[src/rtl/fp_round_pipe.sv]
// Rounding/packing stage behind fp_mul: two-stage valid/ready pipeline that applies the
// IEEE-754 rounding mode, resolves overflow/underflow and produces {NV,DZ,OF,UF,NX}.
package fp_pkg;
  typedef enum logic [1:0] {FP16, FP32, FP64} fp_format_e;

  function automatic int unsigned exp_bits(fp_format_e f);
    case (f)
      FP16:    return 5;
      FP64:    return 11;
      default: return 8;
    endcase
  endfunction

  function automatic int unsigned man_bits(fp_format_e f);
    case (f)
      FP16:    return 10;
      FP64:    return 52;
      default: return 23;
    endcase
  endfunction

  function automatic int unsigned fp_width(fp_format_e f);
    return 1 + exp_bits(f) + man_bits(f);
  endfunction

  // FP32 view of the unrounded bundle; the module port carries the same layout flattened.
  typedef struct packed {
    logic        sign;
    logic [7:0]  exp;
    logic [22:0] mant;
  } fp32_t;

  typedef struct packed {
    fp32_t       u_result;
    logic [1:0]  rs;
    logic        round_en;
    logic        invalid;
    logic [1:0]  exp_cout;
  } uround_res_t;
endpackage

module fp_round_pipe
  import fp_pkg::*;
#(
  parameter fp_format_e FP_FORMAT = FP32,
  localparam int unsigned EW = exp_bits(FP_FORMAT),
  localparam int unsigned MW = man_bits(FP_FORMAT),
  localparam int unsigned FW = 1 + EW + MW,
  localparam int unsigned UW = FW + 6
) (
  input  logic          clk_i,
  input  logic          rst_ni,
  input  logic          flush_i,
  input  logic          valid_i,
  output logic          ready_o,
  input  logic [UW-1:0] urnd_i,
  input  logic [2:0]    rnd_mode_i,
  output logic          valid_o,
  input  logic          ready_i,
  output logic [FW-1:0] result_o,
  output logic [4:0]    fflags_o
);

  typedef struct packed {
    logic          sign;
    logic [EW-1:0] exp;
    logic [MW-1:0] mant;
  } fp_t;

  typedef struct packed {
    fp_t        u_result;
    logic [1:0] rs;
    logic       round_en;
    logic       invalid;
    logic [1:0] exp_cout;
  } urnd_t;

  typedef enum logic [2:0] {RNE = 3'd0, RTZ = 3'd1, RDN = 3'd2, RUP = 3'd3, RMM = 3'd4} rnd_e;

  function automatic rnd_e decode_mode(logic [2:0] m);
    if (m > 3'd4) return RNE;
    return rnd_e'(m);
  endfunction

  urnd_t w_in;
  rnd_e  w_mode;
  logic  w_inc;
  logic  w_s2_adv;

  assign w_in     = urnd_i;
  assign w_mode   = decode_mode(rnd_mode_i);
  assign w_s2_adv = ~valid_o | ready_i;

  always_comb begin
    w_inc = 1'b0;
    case (w_mode)
      RNE:     w_inc = w_in.rs[1] & (w_in.rs[0] | w_in.u_result.mant[0]);
      RTZ:     w_inc = 1'b0;
      RDN:     w_inc = (|w_in.rs) & w_in.u_result.sign;
      RUP:     w_inc = (|w_in.rs) & ~w_in.u_result.sign;
      RMM:     w_inc = w_in.rs[1];
      default: w_inc = 1'b0;
    endcase
  end

  logic       r_s1_v;
  fp_t        r_s1_u;
  logic       r_s1_re;
  logic       r_s1_inv;
  logic [1:0] r_s1_ec;
  rnd_e       r_s1_mode;
  logic       r_s1_inc;
  logic       r_s1_nx;

  assign ready_o = ~r_s1_v | w_s2_adv;

  // While ready_o is high stage 1 either takes a new op or drains into stage 2.
  always_ff @(posedge clk_i or negedge rst_ni) begin
    if (!rst_ni) begin
      r_s1_v    <= 1'b0;
      r_s1_u    <= '0;
      r_s1_re   <= 1'b0;
      r_s1_inv  <= 1'b0;
      r_s1_ec   <= 2'b00;
      r_s1_mode <= RNE;
      r_s1_inc  <= 1'b0;
      r_s1_nx   <= 1'b0;
    end else begin
      if (flush_i) begin
        r_s1_v <= 1'b0;
      end else if (ready_o) begin
        r_s1_v <= valid_i;
      end
      if (valid_i & ready_o) begin
        r_s1_u    <= w_in.u_result;
        r_s1_re   <= w_in.round_en;
        r_s1_inv  <= w_in.invalid;
        r_s1_ec   <= w_in.exp_cout;
        r_s1_mode <= w_mode;
        r_s1_inc  <= w_inc;
        r_s1_nx   <= |w_in.rs;
      end
    end
  end

  logic [EW+MW-1:0] w_sum;
  logic             w_sg;
  logic             w_away;
  logic             w_ovf_pre;
  logic             w_unf;
  logic             w_sum_ovf;
  fp_t              w_res;
  logic             w_of;
  logic             w_uf;
  logic             w_nx;

  assign w_sum     = {r_s1_u.exp, r_s1_u.mant} + (EW+MW)'(r_s1_inc);
  assign w_sg      = r_s1_u.sign;
  assign w_away    = ((r_s1_mode == RUP) & ~w_sg) | ((r_s1_mode == RDN) & w_sg);
  assign w_ovf_pre = (r_s1_ec == 2'b01) | (&r_s1_u.exp);
  assign w_unf     = r_s1_ec[1];
  assign w_sum_ovf = &w_sum[EW+MW-1:MW];

  // Explicit overflow from the multiplier wins, then negative exponent, then rounding carry-out.
  always_comb begin
    w_res = r_s1_u;
    w_of  = 1'b0;
    w_uf  = 1'b0;
    w_nx  = 1'b0;
    if (r_s1_re) begin
      if (w_ovf_pre | (~w_unf & w_sum_ovf)) begin
        w_of = 1'b1;
        w_nx = 1'b1;
        if ((r_s1_mode == RNE) | (r_s1_mode == RMM) | w_away) begin
          w_res.exp  = '1;
          w_res.mant = '0;
        end else begin
          w_res.exp  = {{(EW-1){1'b1}}, 1'b0};
          w_res.mant = '1;
        end
      end else if (w_unf) begin
        w_uf       = 1'b1;
        w_nx       = 1'b1;
        w_res.exp  = '0;
        w_res.mant = MW'(w_away);
      end else begin
        w_res.exp  = w_sum[EW+MW-1:MW];
        w_res.mant = w_sum[MW-1:0];
        w_nx       = r_s1_nx;
        w_uf       = r_s1_nx & ~(|w_sum[EW+MW-1:MW]);
      end
    end
  end

  always_ff @(posedge clk_i or negedge rst_ni) begin
    if (!rst_ni) begin
      valid_o  <= 1'b0;
      result_o <= '0;
      fflags_o <= '0;
    end else begin
      if (flush_i) begin
        valid_o <= 1'b0;
      end else if (w_s2_adv) begin
        valid_o <= r_s1_v;
      end
      if (w_s2_adv & r_s1_v) begin
        result_o <= w_res;
        fflags_o <= {r_s1_inv, 1'b0, w_of, w_uf, w_nx};
      end
    end
  end

endmodule

[config.mk]
export PLATFORM = sky130hd
export DESIGN_NAME = fp_round_pipe
export DESIGN_NICKNAME = d
export VERILOG_FILES = /design/src/rtl/fp_round_pipe.sv
export SDC_FILE = /design/constraint.sdc
export NUM_CORES = 1
export LEC_CHECK = 0
export CAP_MARGIN = 5
export CORE_MARGIN = 2
export CORE_UTILIZATION = 40
export CTS_BUF_LIST = sky130_fd_sc_hd__clkbuf_4 sky130_fd_sc_hd__clkbuf_8
export DETAILED_ROUTE_END_ITERATION = 16
export HOLD_SLACK_MARGIN = 0.02
export PLACE_DENSITY = 0.66
export SLEW_MARGIN = 20
export SYNTH_ARGS = -nofsm -noshare
export SYNTH_HDL_FRONTEND = slang
export SYNTH_SLANG_ARGS = --single-unit
[constraint.sdc]
create_clock -name clk_i -period 3.8 [get_ports clk_i]
set_input_delay 0.76 -clock clk_i [delete_from_list [all_inputs] [get_ports clk_i]]
set_output_delay 0.76 -clock clk_i [all_outputs]
set_load 0.01 [all_outputs]
==> insert_results.sql, run 1 <==
INSERT INTO impl_metrics (metric_group, metric, value, unit) VALUES
('critical_path', 'crit_arrival', '3300', 'ps'),
('sta', 'timing.final.hold_violations', '0', ''),
('yosys', 'synth_edf_count', '0', ''),
('sta', 'hold_ws', '418', 'ps'),
('power', 'seq_power_share', '45.4', '%'),
('job', 'maxCapViolCount', '0', ''),
('critical_path', 'crit_fanout', '24', ''),
('power', 'combPwrFrac', '26.4', '%'),
('power', 'power_report.internal_total', '1.70', 'mW'),
('grt', 'antenna_found_initial', '0', ''),
('place', 'port_buffers', '83', ''),
('power', 'switching_share', '30.3', '%'),
('cells_and_area', 'drive_gt1_share', '16.4', '%'),
('grt', 'grt_start_max_net_pins', '80', ''),
('critical_path', 'cp-endpoint', 'result_o[17]', ''),
('detailed_routing', 'wl_per_cell', '17.7', 'µm'),
('power', 'p_sw', '0.739', 'mW'),
('cts', 'post_cts_resize_count', '0', ''),
('place', 'place_congestion', '0.891', ''),
('detailed_routing', 'drtIter0Drc', '343', ''),
('cells_and_area', 'syn2layout_area_growth', '26.1', '%'),
('detailed_routing', 'drt-total-wl', '12000', 'µm'),
('detailed_routing', 'post-route-drc-count', '0', ''),
('cts', 'clock_latency', '360', 'ps'),
('yosys', 'seq_area_frac_synth', '44.3', '%'),
('critical_path', 'reg2reg_to', 'result_o[17]', ''),
('cells_and_area', 'mostFrequentLayoutCell', 'sky130_fd_sc_hd__clkdlybuf4s50_1', ''),
('power', 'total_leakage_power', '2.18', 'nW'),
('yosys', 'synth_async_sr_flop_share', '100', '%'),
('cts', 'tritoncts', 'done', ''),
('die', 'rows', '38', ''),
('cts', 'numClockSinks', '79', ''),
('sta', 'finalSetupTns', '0', 'ps'),
('yosys', 'mappedNetlistNets', '508', ''),
('grt', 'globalRoute.totalOverflow', '0', ''),
('detailed_routing', 'avgViaCountPerCell', '5.86', ''),
('cts', 'cts.hold.buffers_added', '0', ''),
('cts', 'post_cts.repair.setup_buffers', '0', ''),
('worst_hold_path', 'hold_path_class', 'in -> async', ''),
('critical_path', 'reg2reg_setup_slack', '710', 'ps'),
('status', 'outcome', 'completed', ''),
('yosys', 'synth-warning-count', '0', ''),
('detailed_routing', 'vias', '3962', ''),
('power', 'design_power', '2.44', 'mW'),
('sta', 'final_slew_violations', '0', ''),
('grt', 'grt.total_usage', '21.5', '%'),
('yosys', 'syn-instance-count', '460', ''),
('cts', 'cts.htree.levels', '3', ''),
('die', 'placeableCoreArea', '0.0109', 'mm²'),
('detailed_routing', 'drt_first_pass_iters', '5', ''),
('yosys', 'syn_area_per_cell', '9.71', 'µm²'),
('cells_and_area', 'post-route-util', '51.7', '%'),
('die', 'die_x', '110', 'µm'),
('power', 'vdd.ir_drop.worst', '0.000212', 'V'),
('sta', 'timing.fmax', '324', 'MHz'),
('sta', 'skew', '13.6', 'ps'),
('die', 'floorplan.die_area', '0.0120', 'mm²'),
('critical_path', 'timing.critical_path.from_type', 'register', ''),
('yosys', 'postSynthRegisterBits', '79', ''),
('die', 'start_util', '41.0', '%'),
('cts', 'cts_inserted_buffers', '9', ''),
('detailed_routing', 'drt.antenna.violating_nets', '0', ''),
('power', 'powerDensity', '433', 'mW/mm²'),
('sta', 'grt_setup_unrepaired', 'false', ''),
('power', 'clkPwrFrac', '28.2', '%'),
('sta', 'timing.slew.headroom', '47.9', '%'),
('sta', 'fin_crit', '3090', 'ps'),
('yosys', 'netlist-cell-type-count', '67', ''),
('yosys', 'synthesis.area', '0.00447', 'mm²'),
('cts', 'max-clock-path-buffers', '2', ''),
('grt', 'grt_pass1_vias', '3912', '');
==> worst min-delay path by stage <==
stage / from / end / slack [ps] / cells past startpoint
floorplan: r_s1_inv / fflags_o[4] / 430 / 2
global placement: r_s1_inv / fflags_o[4] / 450 / 2
detailed placement: r_s1_inv / fflags_o[4] / 460 / 2
CTS: r_s1_inv / fflags_o[4] / 480 / 2
global route: rst_ni / fflags_o[1] / 490 / 1
finish: rst_ni / r_s1_inv / 420 / 1
==> Yosys cell counts, drive strengths merged (6+ instances only) <==
cell type,n,share of area (%)
a21oi,14,1.7
a31oi,24,3.8
and3,9,1.3
buf,8,1.4
clkbuf,27,2.3
dfrtp,79,44
mux2,37,9.3
nand2,37,3.1
nand2b,6,0.84
nand3,26,3.0
nand4,17,2.5
nor2,20,1.7
nor3,8,1.1
o21ai,41,4.9
or3,20,2.9
or4,7,1.2
xnor2,12,2.4
xor2,7,1.4
==> flip-flops by register name, indices dropped and copies added (netlist names) <==
| name | count |
|---|---|
| r_s1_v | 1 |
| w_sg | 1 |
| r_s1_inv | 1 |
| r_s1_re | 1 |
| r_s1_ec | 2 |
| fflags_o | 4 |
| r_s1_mode | 3 |
| r_s1_u | 31 |
| r_s1_inc | 1 |
| result_o | 32 |
| r_s1_nx | 1 |
| valid_o | 1 |
==> per-layer routing <==
layer  global-route usage, %  vias up  routed length, µm
met5                       0        -                  0
met4                    9.58        0                280
met3                    2.96       22                706
met2                    34.1      140               5750
met1                    29.4     1946               5260
li1                        -     1854                  -
==> area by class of cell <==
cell class,count,area (µm²)
fillers,1029,5250
multi-input cells,340,2310
flip-flops and latches,79,1980
repair buffers,95,935
well taps,140,175
clock buffers,10,131
clock inverters,6,85.1
inverters,6,22.5
==> worst max-delay path, cell delays in order, from the launching register on <==
cell	delay (ps)
sky130_fd_sc_hd__dfrtp_1	380
sky130_fd_sc_hd__ha_1	240
sky130_fd_sc_hd__ha_1	250
sky130_fd_sc_hd__nand2_1	140
sky130_fd_sc_hd__nor3_2	490
sky130_fd_sc_hd__a21oi_1	140
sky130_fd_sc_hd__a211o_1	310
sky130_fd_sc_hd__and4_4	230
sky130_fd_sc_hd__o21ai_4	560
sky130_fd_sc_hd__a31oi_1	200
==> cell families (layout without fill, tap and decap cells) <==
logic type,Yosys count,in the layout,share of synthesized area [%]
AOI/OAI and AO/OA,111,111,16.5
DFF,79,79,44.3
buffers and inverters,41,117,4.17
and+or+nand+nor,168,168,20.9
muxes,39,39,9.78
other,1,1,0.0840
xor gates and xnor gates,19,19,3.73
adders and majority gates,2,2,0.560
==> per-stage QoR <==
stage | worst slack, ps | area (µm²)
2_1_floorplan | 1310 | 4470
3_3_place_gp | 894 | 5410
3_5_place_dp | 752 | 5410
4_1_cts | 714 | 5630
5_1_grt | 399 | 5630
6_report | 713 | 5630
==> power groups by stage <==
stage / clock network [mW] / registers, mW / logic [mW]
2_1_floorplan: 0 / 1.11 / 0.312
3_3_place_gp: 0 / 1.12 / 0.637
3_5_place_dp: 0 / 1.12 / 0.646
4_1_cts: 0.708 / 1.11 / 0.650
5_1_grt: 0.742 / 1.13 / 0.707
6_report: 0.687 / 1.11 / 0.644
Power figures use the tool's default switching activity.
==> inputs of run 2 (changes only) <==
- clock period: 3.8 -> 2.9 ns (I/O delays scaled with it)
==> run 2 against run 1 <==
- combinational power is 39% higher
- final area is 1.9% higher
- largest cell class unchanged
- largest power group unchanged
- total power is 28% higher
- sequential share of layout area is 0.66 points lower
- cell count is 2.2% higher
- wire length is 6.6% higher
- count of clock-buffer cells in the layout is 5 higher
==> insert_results.sql, run 2 (synthesis results as in run 1) <==
INSERT INTO impl_metrics (metric_group, metric, value, unit) VALUES
('detailed_routing', 'wl_per_cell', '18.5', 'µm'),
('power', 'vdd.ir_drop.worst', '0.000420', 'V'),
('sta', 'layout_setup_ws', '159', 'ps'),
('detailed_routing', 'post-route-drc-count', '0', ''),
('critical_path', 'critical_path_class', 'reg -> reg', ''),
('place', 'placed_area', '0.00553', 'mm²'),
('grt', 'grt_pass1_vias', '3900', ''),
('sta', 'timing.final.hold_violations', '0', ''),
('cts', 'cts.htree.levels', '3', ''),
('cells_and_area', 'drive_gt1_share', '19.1', '%'),
('status', 'outcome', 'completed', ''),
('cts', 'cts.clk_slew.worst_paths', '80', 'ps'),
('sta', 'final_slew_violations', '0', ''),
('grt', 'grt_pass1_wl', '20500', 'µm'),
('critical_path', 'crit_arrival', '3030', 'ps'),
('die', 'start_util', '41.0', '%'),
('die', 'die_x', '110', 'µm'),
('cts', 'cts_inserted_buffers', '9', ''),
('cts', 'clock_latency', '370', 'ps'),
('cells_and_area', 'post-route-util', '52.7', '%'),
('grt', 'globalRoute.totalOverflow', '0', ''),
('cts', 'max-clock-path-buffers', '2', ''),
('power', 'powerDensity', '542', 'mW/mm²'),
('place', 'place_congestion', '0.881', ''),
('detailed_routing', 'avgViaCountPerCell', '5.86', ''),
('cells_and_area', 'mostFrequentLayoutCell', 'sky130_fd_sc_hd__clkdlybuf4s50_1', ''),
('cells_and_area', 'insertedDiodeCount', '0', ''),
('detailed_routing', 'drt-total-wl', '12800', 'µm'),
('die', 'placeableCoreArea', '0.0109', 'mm²'),
('grt', 'antenna_found_initial', '0', ''),
('detailed_routing', 'drt.antenna.violating_nets', '0', ''),
('sta', 'grt_setup_unrepaired', 'false', ''),
('critical_path', 'cp.required', '3190', 'ps'),
('worst_hold_path', 'hold_path_class', 'in -> async', ''),
('die', 'rows', '38', ''),
('detailed_routing', 'vias', '4048', ''),
('cts', 'cts.root.buffer_cell', 'sky130_fd_sc_hd__clkbuf_8', ''),
('power', 'total_leakage_power', '2.24', 'nW'),
('sta', 'skew', '10.1', 'ps'),
('sta', 'timing.fmax', '365', 'MHz'),
('cells_and_area', 'finalInstanceArea', '0.00574', 'mm²'),
('place', 'detailedPlacementHpwl', '8840', 'µm'),
('sta', 'setup_viol', '0', ''),
('cts', 'numClockSinks', '79', ''),
('grt', 'grt_start_max_net_pins', '80', ''),
('cells_and_area', 'fin_nets', '595', ''),
('job', 'maxCapViolCount', '0', ''),
('sta', 'fin_crit_sh', '94.5', '%'),
('die', 'chipHeight', '110', 'µm'),
('grt', 'grt.total_usage', '22.5', '%'),
('place', 'preCtsSetupSlack', '-39.9', 'ps'),
('sta', 'timing.slew.headroom', '51.5', '%'),
('sta', 'fin_crit', '2740', 'ps'),
('cells_and_area', 'largest_registers', 'result_o (32), r_s1_u (31), fflags_o (4)', ''),
('cells_and_area', 'largest_register_ff_count', '32', ''),
('critical_path', 'cp-end-kind', 'register', ''),
('cts', 'tritoncts', 'done', ''),
('cells_and_area', 'layout_common_cells', 'sky130_fd_sc_hd__clkdlybuf4s50_1 (82), sky130_fd_sc_hd__dfrtp_1 (79), sky130_fd_sc_hd__o21ai_0 (38)', ''),
('cells_and_area', 'largest_register', 'result_o', ''),
('critical_path', 'worstRegToRegCells', '9', ''),
('critical_path', 'crit_fanout', '7', ''),
('cells_and_area', 'fill_cells', '1045', ''),
('die', 'pin_count', '85', ''),
('critical_path', 'timing.critical_path.from_type', 'register', ''),
('die', 'floorplan.die_area', '0.0120', 'mm²'),
('place', 'port_buffers', '83', ''),
('cts', 'post_cts.repair.setup_buffers', '0', ''),
('sta', 'worst_pin_slew', '728', 'ps'),
('detailed_routing', 'drt_first_pass_iters', '5', ''),
('sta', 'finalSetupTns', '0', 'ps'),
('cells_and_area', 'syn2layout_area_growth', '28.5', '%'),
('detailed_routing', 'drtIter0Drc', '240', '');
## run 2: cell types whose count changed in the layout (fill, tap and decap cells not counted), sizes merged
cell | previous run | this run
clkbuf | 10 | 15
o21ai | 41 | 42
clkinv | 3 | 1
bufinv | 2 | 0
buf | 13 | 28
clkinvlp | 2 | 0
## run 2: power breakdown
group | internal (mW) | leakage, nW | switching (mW)
Combinational | 0.481 | 1.22 | 0.414
Sequential | 1.27 | 0.926 | 0.156
Clock | 0.406 | 0.100 | 0.379
Total | 2.16 | 2.24 | 0.949
## run 2: final cells by class
cell class	count	area, µm²	share of cell area (%)
repair buffers	110	1050	18.2
inverters	6	22.5	0.392
well taps	140	175	3.05
flip-flops and latches	79	1980	34.4
clock buffers	15	188	3.27
multi-input cells	341	2330	40.6
## run 2: through the flow
step | hold WS [ps] | std cells | total power, mW
final | 248 | 691 | 3.11
after global routing | 292 | 691 | 3.29
after CTS | 403 | 691 | 3.14
after detailed placement | 463 | 675 | 2.34
after global placement | 453 | 675 | 2.32
after floorplan | 284 | 460 | 1.86
## run 2: repair_timing
| item | in CTS | in global routing |
|---|---|---|
| hold buffers | 0 | 0 |
| pin swaps | 1 | 0 |
| gates cloned | 1 | 0 |
| resized for setup | 1 | 2 |
| setup endpoints to repair | 24 | 6 |
## run 2: final timing paths
check / startpoint / end / slack, ps
setup / recovery: r_s1_u[0] / result_o[11] / 160
hold / removal: rst_ni / result_o[28] / 250
setup reg to reg: r_s1_u[0] / result_o[11] / 160
hold reg to reg: r_s1_inv / fflags_o[4] / 480
max in group asynchronous: rst_ni / result_o[13] / 2150
min in group clk_i: r_s1_inv / fflags_o[4] / 480
## run 2: worst max-delay path, cell delays in order (launching register included)
cell and delay, ps:
sky130_fd_sc_hd__dfrtp_1 370, sky130_fd_sc_hd__ha_1 240, sky130_fd_sc_hd__ha_2 250, sky130_fd_sc_hd__nand2_1 70, sky130_fd_sc_hd__or3_1 420, sky130_fd_sc_hd__nor4_2 290
sky130_fd_sc_hd__o22ai_1 150, sky130_fd_sc_hd__and4_4 240, sky130_fd_sc_hd__or4_1 470, sky130_fd_sc_hd__a31oi_1 170
## run 2: layer usage
metal | part of all wire (%) | routed length (µm) | vias to the layer above | track usage [%]
met3 | 5.5 | 707 | 13 | 5.87
met1 | 44 | 5680 | 2003 | 29.8
met2 | 49 | 6230 | 149 | 36.3
li1 | - | - | 1883 | -
met5 | 0 | 0 | - | 0
met4 | 1.3 | 163 | 0 | 6.33
==> inputs of run 3 (changes only) <==
- GPL_TIMING_DRIVEN: not set -> 1
==> results of run 3 <==
The final DEF is identical to that of run 2; final timing and power are the same.
